<file path="src/rtl/seg_pkg.sv">
// Shared constants and helpers for the 7-segment and LED bank scanners.
package seg_pkg;

   localparam int unsigned SEG_NIBBLE_W        = 4;
   localparam int unsigned SEG_CLK_DIV_DEFAULT = 250000;

   // Circular upward search from cur+1 over n positions; returns 0 for an empty mask.
   function automatic logic [3:0] next_valid_idx(input logic [15:0] mask,
                                                 input logic [3:0]  cur,
                                                 input int unsigned n);
      logic [3:0] res;
      logic       found;
      logic [4:0] idx;
      res   = '0;
      found = 1'b0;
      for (int unsigned k = 1; k <= 16; k++) begin
         idx = 5'(cur) + 5'(k);
         if (idx >= 5'(n)) begin
            idx = idx - 5'(n);
         end
         if (!found && (k <= n) && mask[idx[3:0]]) begin
            res   = idx[3:0];
            found = 1'b1;
         end
      end
      return res;
   endfunction

endpackage

</file>
<file path="src/rtl/seg_tick_div.sv">
// Slot prescaler: slot_tick on the last cycle of each slot, plus the PWM sub-slot index.
module seg_tick_div #(
   parameter int unsigned CLK_DIV  = 16,
   parameter int unsigned BRIGHT_W = 3
) (
   input  logic                clk_i,
   input  logic                rst_i,
   output logic                slot_tick_o,
   output logic [BRIGHT_W-1:0] sub_o
);

   localparam int unsigned CNT_W     = (CLK_DIV > 1) ? $clog2(CLK_DIV) : 1;
   localparam int unsigned SUB_SHIFT = $clog2(CLK_DIV >> BRIGHT_W);

   logic [CNT_W-1:0] cnt_q, cnt_d;

   assign slot_tick_o = (cnt_q == CNT_W'(CLK_DIV - 1));
   assign cnt_d       = slot_tick_o ? '0 : cnt_q + CNT_W'(1);
   assign sub_o       = BRIGHT_W'(cnt_q >> SUB_SHIFT);

   always_ff @(posedge clk_i or posedge rst_i) begin
      if (rst_i) begin
         cnt_q <= '0;
      end else begin
         cnt_q <= cnt_d;
      end
   end

endmodule

</file>
<file path="src/rtl/seg_scan_mux.sv">
// Time-multiplexed 7-segment scanner with frame-synchronous commit, digit skipping
// and PWM brightness.
module seg_scan_mux
   import seg_pkg::*;
#(
   parameter int unsigned NUM_DIGITS = 8,
   parameter int unsigned CLK_DIV    = SEG_CLK_DIV_DEFAULT,
   parameter int unsigned BRIGHT_W   = 3,
   localparam int unsigned IDX_W     = $clog2(NUM_DIGITS)
) (
   input  logic                             clk_i,
   input  logic                             rst_i,
   input  logic [SEG_NIBBLE_W*NUM_DIGITS-1:0] digit_data_i,
   input  logic [NUM_DIGITS-1:0]            digit_valid_i,
   input  logic [NUM_DIGITS-1:0]            digit_dp_i,
   input  logic                             load_i,
   input  logic [BRIGHT_W-1:0]              brightness_i,
   output logic [SEG_NIBBLE_W-1:0]          seg_data_o,
   output logic                             seg_dp_o,
   output logic [IDX_W-1:0]                 seg_an_o,
   output logic                             seg_en_o,
   output logic                             frame_done_o
);

   localparam int unsigned DATA_W = SEG_NIBBLE_W * NUM_DIGITS;

   logic                slot_tick;
   logic [BRIGHT_W-1:0] sub;

   seg_tick_div #(
      .CLK_DIV  (CLK_DIV),
      .BRIGHT_W (BRIGHT_W)
   ) u_tick_div (
      .clk_i       (clk_i),
      .rst_i       (rst_i),
      .slot_tick_o (slot_tick),
      .sub_o       (sub)
   );

   logic [DATA_W-1:0]       pend_data_q, pend_data_d, com_data_q, com_data_d;
   logic [NUM_DIGITS-1:0]   pend_valid_q, pend_valid_d, com_valid_q, com_valid_d;
   logic [NUM_DIGITS-1:0]   pend_dp_q, pend_dp_d, com_dp_q, com_dp_d;
   logic [IDX_W-1:0]        cur_idx_q, cur_idx_d, step_idx;
   logic [BRIGHT_W-1:0]     bright_q, bright_d;
   logic                    frame_done_q, frame_done_d;
   logic                    commit;
   logic [SEG_NIBBLE_W-1:0] seg_data_q, seg_data_d;
   logic                    seg_dp_q, seg_dp_d;
   logic [IDX_W-1:0]        seg_an_q, seg_an_d;
   logic                    seg_en_q, seg_en_d;

   always_comb begin
      pend_data_d  = pend_data_q;
      pend_valid_d = pend_valid_q;
      pend_dp_d    = pend_dp_q;
      com_data_d   = com_data_q;
      com_valid_d  = com_valid_q;
      com_dp_d     = com_dp_q;
      cur_idx_d    = cur_idx_q;
      bright_d     = bright_q;
      frame_done_d = 1'b0;
      commit       = 1'b0;
      step_idx     = IDX_W'(next_valid_idx(16'(com_valid_q), 4'(cur_idx_q), NUM_DIGITS));

      if (load_i) begin
         pend_data_d  = digit_data_i;
         pend_valid_d = digit_valid_i;
         pend_dp_d    = digit_dp_i;
      end

      if (slot_tick) begin
         bright_d = brightness_i;
         // An empty display commits every slot so the first load shows up quickly.
         if (com_valid_q == '0) begin
            commit = 1'b1;
         end else if (step_idx <= cur_idx_q) begin
            commit       = 1'b1;
            frame_done_d = 1'b1;
         end else begin
            cur_idx_d = step_idx;
         end
         if (commit) begin
            com_data_d  = pend_data_q;
            com_valid_d = pend_valid_q;
            com_dp_d    = pend_dp_q;
            cur_idx_d   = IDX_W'(next_valid_idx(16'(pend_valid_q), 4'(cur_idx_q), NUM_DIGITS));
         end
      end
   end

   always_comb begin
      seg_an_d   = cur_idx_q;
      seg_data_d = com_data_q[SEG_NIBBLE_W*cur_idx_q +: SEG_NIBBLE_W];
      seg_dp_d   = com_dp_q[cur_idx_q];
      seg_en_d   = (com_valid_q != '0) && (sub <= bright_q);
   end

   always_ff @(posedge clk_i or posedge rst_i) begin
      if (rst_i) begin
         pend_data_q  <= '0;
         pend_valid_q <= '0;
         pend_dp_q    <= '0;
         com_data_q   <= '0;
         com_valid_q  <= '0;
         com_dp_q     <= '0;
         cur_idx_q    <= '0;
         bright_q     <= '0;
         frame_done_q <= 1'b0;
         seg_data_q   <= '0;
         seg_dp_q     <= 1'b0;
         seg_an_q     <= '0;
         seg_en_q     <= 1'b0;
      end else begin
         pend_data_q  <= pend_data_d;
         pend_valid_q <= pend_valid_d;
         pend_dp_q    <= pend_dp_d;
         com_data_q   <= com_data_d;
         com_valid_q  <= com_valid_d;
         com_dp_q     <= com_dp_d;
         cur_idx_q    <= cur_idx_d;
         bright_q     <= bright_d;
         frame_done_q <= frame_done_d;
         seg_data_q   <= seg_data_d;
         seg_dp_q     <= seg_dp_d;
         seg_an_q     <= seg_an_d;
         seg_en_q     <= seg_en_d;
      end
   end

   assign seg_data_o   = seg_data_q;
   assign seg_dp_o     = seg_dp_q;
   assign seg_an_o     = seg_an_q;
   assign seg_en_o     = seg_en_q;
   assign frame_done_o = frame_done_q;

endmodule
</file>
<file path="config.mk">
export PLATFORM = sky130hd
export DESIGN_NAME = seg_scan_mux
export DESIGN_NICKNAME = d
export VERILOG_FILES = /design/src/rtl/seg_pkg.sv /design/src/rtl/seg_tick_div.sv /design/src/rtl/seg_scan_mux.sv
export SDC_FILE = /design/constraint.sdc
export NUM_CORES = 1
export LEC_CHECK = 0
export BUFFER_PORTS_ARGS = -buffer_cell sky130_fd_sc_hd__buf_4
export CAP_MARGIN = 5
export CORE_UTILIZATION = 60
export CTS_CLUSTER_DIAMETER = 30
export DETAILED_ROUTE_END_ITERATION = 7
export GPL_TIMING_DRIVEN = 0
export PLACE_DENSITY = 0.8
export RECOVER_POWER = 50
export SETUP_SLACK_MARGIN = 0.2
export SYNTH_ARGS = -nofsm -noshare
export SYNTH_HDL_FRONTEND = slang
export SYNTH_HIERARCHICAL = 1
export SYNTH_SLANG_ARGS = --single-unit
</file>
<file path="constraint.sdc">
create_clock -name clk_i -period 7.2 [get_ports clk_i]
set_clock_uncertainty 0.15 [all_clocks]
set_input_delay 1.08 -clock clk_i [delete_from_list [all_inputs] [get_ports clk_i]]
set_output_delay 1.08 -clock clk_i [all_outputs]
set_load 0.05 [all_outputs]
</file>
==> results of run 1 <==
-- report_power, final --
| group | total, mW | internal (mW) | switching [mW] |
|---|---|---|---|
| sequential | 0.777 | 0.758 | 0.0192 |
| clock | 0.862 | 0.519 | 0.344 |
| combinational | 0.122 | 0.0659 | 0.0557 |
-- cells in the final DEF, fill, tap and decap left out, drive strengths merged, types with 2 or more instances in the layout --
cell,n
a2111oi,4
a211oi,4
a21boi,4
a21o,4
a21oi,8
a221oi,3
a22oi,2
a311oi,3
a31o,2
and3,2
and4,3
buf,84
bufinv,2
clkbuf,30
clkinv,2
clkinvlp,5
dfrtp,130
ha,11
inv,25
mux2,109
mux2i,15
mux4,33
nand2,43
nand2b,7
nand3,12
nand4,5
nor2,21
nor2b,7
nor3,7
nor4,5
o21ai,10
o22ai,3
o31ai,2
or2,3
or4,3
xnor2,12
xor2,6
-- per-layer routing --
| metal | share of wire (%) | GRT usage, % | routed length, um |
|---|---|---|---|
| met5 | 0 | 0 | 0 |
| met4 | 2.3 | 11.11 | 362 |
| met3 | 4.9 | 6.147 | 766 |
| met2 | 51 | 46.58 | 8035 |
| met1 | 41 | 36.08 | 6485 |
-- sequential cells by signal (all words and copies together) (netlist names) --
register          flops
com_data_q           32
pend_data_q          32
u_tick_div/cnt_q     18
com_dp_q              8
com_valid_q           8
pend_dp_q             8
pend_valid_q          8
seg_data_o            4
bright_q              3
cur_idx_q             3
seg_an_o              3
frame_done_o          1
seg_dp_o              1
seg_en_o              1
-- worst register-to-register path, delay by kind of cell, from the launching register on --
kind | cells | cell delay [ps]
AOI/OAI and AO/OA | 4 | 1290
adders and majority gates | 2 | 500
buffers and inverters | 8 | 1940
DFF | 1 | 430
muxes | 3 | 1130
and+or+nand+nor | 4 | 830
-- final timing paths --
path	from	endpoint	slack (ps)	cells after the start
setup / recovery	cur_idx_q[0]	com_data_q[0]	800	21
hold / removal	cur_idx_q[1]	seg_an_o[1]	310	0
setup reg to reg	cur_idx_q[0]	com_data_q[0]	800	21
hold reg to reg	cur_idx_q[1]	seg_an_o[1]	310	0
max in group asynchronous	rst_i	pend_data_q[0]	2120	3
min in group asynchronous	rst_i	u_tick_div/cnt_q[5]	610	2
-- final cells by class --
type | instances | area (um2)
buffer | 34 | 182.7
clock buffer | 17 | 425.4
clock inverter | 15 | 171.4
fill | 752 | 3167
inverter | 19 | 72.57
multi-input combinational | 369 | 3551
sequential | 130 | 3253
tap | 143 | 178.9
timing repair buffer | 63 | 465.4
-- cell families (layout without fill, tap and decap cells) --
logic type	Yosys count	in the layout	share of synthesized area (%)
buffers and inverters	53	148	3.588
XOR/XNOR	18	18	2.333
adder cells (fa/ha/maj)	11	11	1.944
multiplexers	157	157	30.46
AO/OA/AOI/OAI	59	59	6.541
flip-flops	130	130	45.96
AND/OR/NAND/NOR	124	124	9.175
-- through the flow --
| step | cell area, um2 | std cells |
|---|---|---|
| 6_report | 8300 | 790 |
| 5_1_grt | 8300 | 790 |
| 4_1_cts | 8349 | 790 |
| 3_5_place_dp | 7752 | 758 |
| 3_3_place_gp | 7722 | 757 |
| 2_1_floorplan | 7078 | 552 |
==> flow_metrics.tcl, run 1 <==
set metrics [dict create \
    status "complete, but fails checks" \
    violations "max-capacitance violations, max-slew violations" \
    crit_path_frequent_cell "buf_2" \
    layout-drive-gt1-share_pct 41.58 \
    place_ws_ps 793.9 \
    die_h_um 110.6 \
    whs_ps 307.7 \
    firstDrtPassIters 5 \
    cts_made_buffers 17 \
    first_global_vias 5216 \
    clk_path_buf_depth 2 \
    hpwl_um 11080 \
    cp_max_fo 10 \
    max_stage_delay_ps 730 \
    synthDistinctLibCells 68 \
    yosys_warnings 6 \
    wirelength_um 15650 \
    ys_seq_elements 130 \
    cp-end-kind "flop" \
    start_util_pct 61.72 \
    cts_tree "built" \
    ant_nets 0 \
    row_count 39 \
    clkSinkCount 130 \
    finalSetupViolations 0 \
    netlist_top_cells_count "dfrtp_1 (130), mux2_2 (105), nand2_1 (43), mux4_2 (33), nor2_1 (21)" \
    grt_pass1_wl_um 26460 \
    grt_usage_pct 28.07 \
    synth_edf_count 0 \
    cp_num_buf_inv 8 \
    max_slew_margin_pct -101.1 \
    path_clk_slew_ps 60 \
    via_per_inst 6.124 \
    timing.setup.tns_ps 0 \
    ys_top_cells_by_area "dfrtp_1 (46%), mux2_2 (17%), mux4_2 (11%)" \
    gp_congestion 0.8977 \
    max_cap_violations 2 \
    period_share_pct 88.92 \
    criticalPathCategory "flop to flop" \
    worstPathCellList "buf_6 -> buf_4 -> buf_4 -> inv_1 -> ha_1 -> buf_2 -> buf_2 -> mux4_2 -> mux2i_2 -> and4_1 -> nand2_1 -> a2111oi_2 -> a21oi_1 -> ha_1 -> nor2b_1 -> o21ai_0 -> a211oi_2 -> nand2b_1 -> buf_2 -> buf_2 -> mux2_2" \
    rsz0062_at_grt "no" \
    hold_viol 0 \
    ios 64 \
    drc_errors 0 \
    clk_latency_ps 420 \
    tightest_slew_ps 3016 \
    hold_buffers 0 \
    via_count 4838 \
    cts_setup_buffers 0 \
    avgSynthCellArea_um2 12.82 \
    finalPower_mw 1.761 \
    power.density_nw_per_um2 212.1 \
    yosysMostFrequentCell "dfrtp_1" \
    htree_levels 4 \
    core_area_um2 11470 \
    avgRoutedWirePerCell_um 19.81 \
    hp-class "flop to flop" \
    synth_top_area_cell "dfrtp_1" \
    slowest_stage "a211oi_2" \
    synth_top_area_share_pct 45.96 \
    post-route-min-period_ps 6402 \
    maxSlewViolCount 115 \
    ys_async_sr_fraction_pct 100.0 \
    syn_to_final_growth_pct 17.27 \
    path_delay_family "buffers and inverters" \
    cts_root_buf "clkbuf_16" \
    startpoint_type "flop" \
    die_w_um 110.6 \
    diodes 0 \
    p_leak_nw 3.759 \
    worst_slack_ps 798.1 \
    grt_max_degree 60 \
    netlist_area_um2 7078 \
    worst_ep_arrival_time_ps 6550 \
    utilization_pct 72.38 \
    final_nets 699 \
    synthCells 552 \
    antenna_found_initial 0 \
    grt-ovfl-total 0 \
    worst_ep_required_time_ps 7350 \
    synth_flop_cell "dfrtp_1" \
    peakVddDrop_uv 211.5 \
    dieArea_um2 12230 \
    syn-num-nets 617 \
    drtIter0Drc 266 \
    clock.fmax_mhz 156.2 \
    port_buffers 62 \
    ys_seq_area_share_pct 45.96 \
    cts_resized 0 \
]
Note: power is estimated with default switching activity, not from simulation.
==> inputs of run 2 (changes only) <==
ABC_AREA = 1   (was not set)
==> flow_metrics.tcl, run 2 <==
set metrics [dict create \
    layout-drive-gt1-share_pct 14.20 \
    p_leak_nw 4.068 \
    violations "max-capacitance violations, max-slew violations" \
    avgSynthCellArea_um2 7.594 \
    path_delay_family "simple AND/OR/NAND/NOR gates" \
    finalNonFillerCells 1140 \
    final_common_cell "nand2_1" \
    rr_worst_depth 26 \
    criticalPathCategory "flop to flop" \
    post-route-min-period_ps 5546 \
    grt_max_degree 74 \
    worst_ep_required_time_ps 7350 \
    cts_resized 0 \
    gp_congestion 0.9174 \
    netlist_area_um2 6880 \
    core_area_um2 10980 \
    min_path_cells 0 \
    grt-ovfl-total 0 \
    clk_latency_ps 420 \
    multi_input_area_um2 2978 \
    max_stage_delay_ps 500 \
    synth_top_area_cell "dfrtp_1" \
    status "complete, but fails checks" \
    hold_buffers 0 \
    avgRoutedWirePerCell_um 14.29 \
    power.density_nw_per_um2 212.1 \
    hp-class "flop to flop" \
    fill_cells 859 \
    clk_path_buf_depth 2 \
    clock.fmax_mhz 180.3 \
    min_to "seg_an_o[2]" \
    dieArea_um2 11900 \
    reg2reg_slack_ps 1650 \
    rsz0062_at_grt "no" \
    yosys_warnings 6 \
    max_slew_margin_pct -142.0 \
    layout_common_cells "nand2_1 (251), o21ai_0 (130), dfrtp_1 (130)" \
    cts_root_buf "clkbuf_16" \
    ys_seq_area_share_pct 47.28 \
    r2r_start "cur_idx_q[0]" \
    ios 64 \
    timing.setup.tns_ps 0 \
    crit_path_frequent_cell "nand2_1" \
    cts_setup_buffers 0 \
    yosysMostFrequentCell "nand2_1" \
    ys_top_cells_by_area "dfrtp_1 (47%), nand2_1 (14%), o21ai_0 (9.5%)" \
    syn_to_final_growth_pct 17.17 \
    diodes 0 \
    utilization_pct 73.40 \
    synth_edf_count 0 \
    wirelength_um 16300 \
    synth_top_area_share_pct 47.28 \
    die_h_um 109.1 \
    start_util_pct 62.65 \
    ys_async_sr_fraction_pct 100.0 \
    regToRegEndpoint "com_data_q[20]" \
    max_cap_violations 2 \
    final_nets 1053 \
    cts_tree "built" \
    first_global_vias 5829 \
    synthCells 906 \
    cp-end-kind "flop" \
    slowest_stage "dfrtp_1" \
    row_count 38 \
    finalSetupViolations 0 \
    peakVddDrop_uv 184.6 \
    hpwl_um 11520 \
    synthDistinctLibCells 37 \
    via_count 6205 \
    syn-num-nets 971 \
    ant_nets 0 \
    period_share_pct 77.02 \
    hold_viol 0 \
    ys_seq_elements 130 \
    placed_cells 1109 \
    cts_made_buffers 17 \
    grt_usage_pct 30.30 \
    clkSinkCount 130 \
    synth_flop_cell "dfrtp_1" \
    antenna_found_initial 0 \
    regArea_um2 3253 \
    worst_ep_arrival_time_ps 5700 \
    die_w_um 109.1 \
    path_clk_slew_ps 60 \
    port_buffers 62 \
    min_from "cur_idx_q[2]" \
    firstDrtPassIters 5 \
    finalPower_mw 1.710 \
    tightest_slew_ps 3629 \
    htree_levels 4 \
    top_regs "com_data_q: 32 flops, pend_data_q: 32 flops, u_tick_div/cnt_q: 18 flops" \
    via_per_inst 5.443 \
    drc_errors 0 \
    drtIter0Drc 385 \
    netlist_top_cells_count "nand2_1 (249), dfrtp_1 (130), o21ai_0 (130), inv_1 (100), nor2_1 (85)" \
    cp_max_fo 11 \
    grt_pass1_wl_um 27170 \
    startpoint_type "flop" \
    cp_num_buf_inv 9 \
    maxSlewViolCount 115 \
]
==> run 2: cell count changes in the layout (fill, tap and decap cells not counted), sizes merged, moves of 7 or more <==
cell | previous run | this run
mux2 | 109 | 0
nand2b | 7 | 0
mux4 | 33 | 0
mux2i | 15 | 0
clkbuf | 30 | 42
xnor2 | 12 | 1
inv | 25 | 110
nor2 | 21 | 97
nor2b | 7 | 0
nand4 | 5 | 14
nand2 | 43 | 261
nand3 | 12 | 70
o21ai | 10 | 136
==> run 2: how the worst max path moves through the flow <==
stage	from	slack (ps)	endpoint	cells after the start
6_report	cur_idx_q[0]	1650	com_data_q[20]	26
5_1_grt	rst_i	910	com_data_q[0]	3
4_1_cts	cur_idx_q[0]	1720	com_data_q[20]	26
3_5_place_dp	cur_idx_q[0]	1850	com_data_q[29]	26
3_3_place_gp	cur_idx_q[0]	1870	com_data_q[24]	27
2_1_floorplan	cur_idx_q[0]	2960	com_data_q[0]	27
==> run 2: worst reg2reg max path, delay by kind of cell, from the launching register on <==
kind                       cells  cell delay, ps
AOI/OAI and AO/OA              2             300
adders and majority gates      2             680
buffers and inverters          9            1760
and+or+nand+nor               13            2090
DFF                            1             500
==> run 2: stage by stage <==
stage	setup WS (ps)	area [um2]	hold WS (ps)
2_1_floorplan	2957	6880	224.5
3_3_place_gp	1871	7521	239.2
3_5_place_dp	1846	7551	231.4
4_1_cts	1719	8125	243.9
5_1_grt	906.9	8061	256.1
6_report	1654	8061	245.1
==> run 2: where the power goes <==
group          switching [mW]  internal, mW  total [mW]
clock                   0.319         0.519       0.838
combinational          0.0680        0.0391       0.107
sequential            0.00958         0.755       0.765
==> run 2: area by class of cell <==
type	count	area share (%)
Buffer	40	2.592
Clock buffer	20	5.541
Clock inverter	11	1.583
Inverter	108	5.044
Multi-Input combinational cell	628	36.94
Sequential cell	130	40.35
Tap cell	140	2.173
Timing Repair Buffer	63	5.774
==> run 2: metal layers <==
layer,track usage (%),wire [um]
met3,5.738,906
met2,49.82,8010
met5,0,0
met1,39.06,7026
met4,13.13,352
==> run 2: kinds of logic (layout without fill, tap and decap cells) <==
kind of cell | count (synthesis) | in the layout | synth area share [%]
XOR/XNOR | 8 | 8 | 1.291
adder cells (fa/ha/maj) | 11 | 11 | 2.000
AND/OR/NAND/NOR | 451 | 451 | 28.59
AO/OA/AOI/OAI | 158 | 158 | 11.91
flip-flops | 130 | 130 | 47.28
buffers and inverters | 148 | 242 | 8.929
==> inputs of run 3 (changes only) <==
clock period = 5.7 ns   (was 7.2 ns; I/O delays follow)
==> flow_metrics.tcl, run 3 (synthesis results as in run 2) <==
set metrics [dict create \
    p_leak_nw 4.082 \
    clock.fmax_mhz 191.8 \
    grt_pass1_wl_um 27170 \
    drc_errors 0 \
    diodes 0 \
    period_share_pct 91.45 \
    cts_root_buf "clkbuf_16" \
    cp_max_fo 13 \
    power.density_nw_per_um2 267.3 \
    die_h_um 109.1 \
    cp-end-kind "flop" \
    clk_latency_ps 420 \
    firstDrtPassIters 5 \
    maxSlewViolCount 115 \
    regArea_um2 3253 \
    core_area_um2 10980 \
    tightest_slew_ps 3014 \
    worst_ep_arrival_time_ps 5370 \
    row_count 38 \
    max_cap_violations 2 \
    peakVddDrop_uv 233.6 \
    rsz0062_at_grt "no" \
    multi_input_area_um2 3003 \
    die_w_um 109.1 \
    whs_ps 245.3 \
    path_clk_slew_ps 60 \
    post-route-min-period_ps 5213 \
    finalPower_mw 2.164 \
    via_per_inst 5.490 \
    port_buffers 62 \
    final_common_cell "nand2_1" \
    drtIter0Drc 386 \
    grt_max_degree 74 \
    status "complete, but fails checks" \
    cts_tree "built" \
    ios 64 \
    ant_nets 0 \
    start_util_pct 62.65 \
    hp-class "flop to flop" \
    hold_viol 0 \
    antenna_found_initial 0 \
    finalSetupViolations 0 \
    cts_resized 0 \
    max_stage_delay_ps 460 \
    dieArea_um2 11900 \
    first_global_vias 5829 \
    grt-ovfl-total 0 \
    cts_made_buffers 17 \
    cts_setup_buffers 0 \
    clk_path_buf_depth 2 \
    clkSinkCount 130 \
    placed_area_um2 7551 \
    max_slew_margin_pct -101.0 \
    top_regs "com_data_q: 32 flops, pend_data_q: 32 flops, u_tick_div/cnt_q: 18 flops" \
    violations "max-capacitance violations, max-slew violations" \
    startpoint_type "flop" \
    hpwl_um 11520 \
    avgRoutedWirePerCell_um 14.37 \
    syn_to_final_growth_pct 17.64 \
    via_count 6253 \
    fill_cells 852 \
    layout_common_cells "nand2_1 (248), o21ai_0 (130), dfrtp_1 (130)" \
    criticalPathCategory "flop to flop" \
    worst_ep_required_time_ps 5860 \
    hold_buffers 0 \
    gp_congestion 0.9174 \
    htree_levels 4 \
    slowest_stage "dfrtp_1" \
    wirelength_um 16370 \
    stdcell_area_um2 8094 \
    grt_usage_pct 30.30 \
    timing.setup.tns_ps 0 \
    final_nets 1052 \
    layout-drive-gt1-share_pct 14.91 \
]
==> run 3: cell type report <==
cell class | instances | area share (%)
buffer | 39 | 2.566
clock buffer | 20 | 5.519
clock inverter | 11 | 1.577
inverter | 108 | 5.024
multi-input combinational | 628 | 37.10
sequential | 130 | 40.19
tap | 140 | 2.164
timing repair buffer | 63 | 5.859
==> run 3: per-layer routing <==
metal | wire [um] | up-vias | share of wire (%) | GRT usage [%]
met4 | 399 | 0 | 2.4 | 13.13
met5 | 0 | - | 0 | 0
met2 | 8025 | 192 | 49 | 49.82
li1 | - | 3059 | - | -
met1 | 7150 | 2967 | 44 | 39.06
met3 | 790 | 35 | 4.8 | 5.738
==> run 3: path summary, 6_finish.rpt <==
path | endpoint | cells after the start | slack [ps] | from
setup / recovery | com_data_q[20] | 26 | 490 | cur_idx_q[1]
hold / removal | seg_an_o[2] | 0 | 250 | cur_idx_q[2]
setup reg to reg | com_data_q[20] | 26 | 490 | cur_idx_q[1]
hold reg to reg | seg_an_o[2] | 0 | 250 | cur_idx_q[2]
max in group asynchronous | pend_valid_q[6] | 3 | 1070 | rst_i
min in group asynchronous | u_tick_div/cnt_q[9] | 2 | 380 | rst_i
==> run 3: stage by stage <==
stage                     utilization, %  instances  setup WS (ps)
after CTS                          73.98       1140          219.3
after global placement             68.48       1108          370.9
final                              73.70       1139          487.2
after floorplan                        -        906           1457
after detailed placement           68.75       1109          346.4
after global routing               73.70       1139          202.9
==> run 3: report_power, final <==
group	total (mW)	switching [mW]	internal, mW
clock	1.06	0.406	0.656
combinational	0.136	0.0857	0.0499
sequential	0.966	0.0122	0.954
==> run 3: critical path, delay by kind of cell (launching register included) <==
family / cells / cell delay (ps)
simple gates: 13 / 1890
buf+inv: 9 / 1610
fa+ha+maj: 2 / 600
flops: 1 / 460
compound gates: 2 / 340
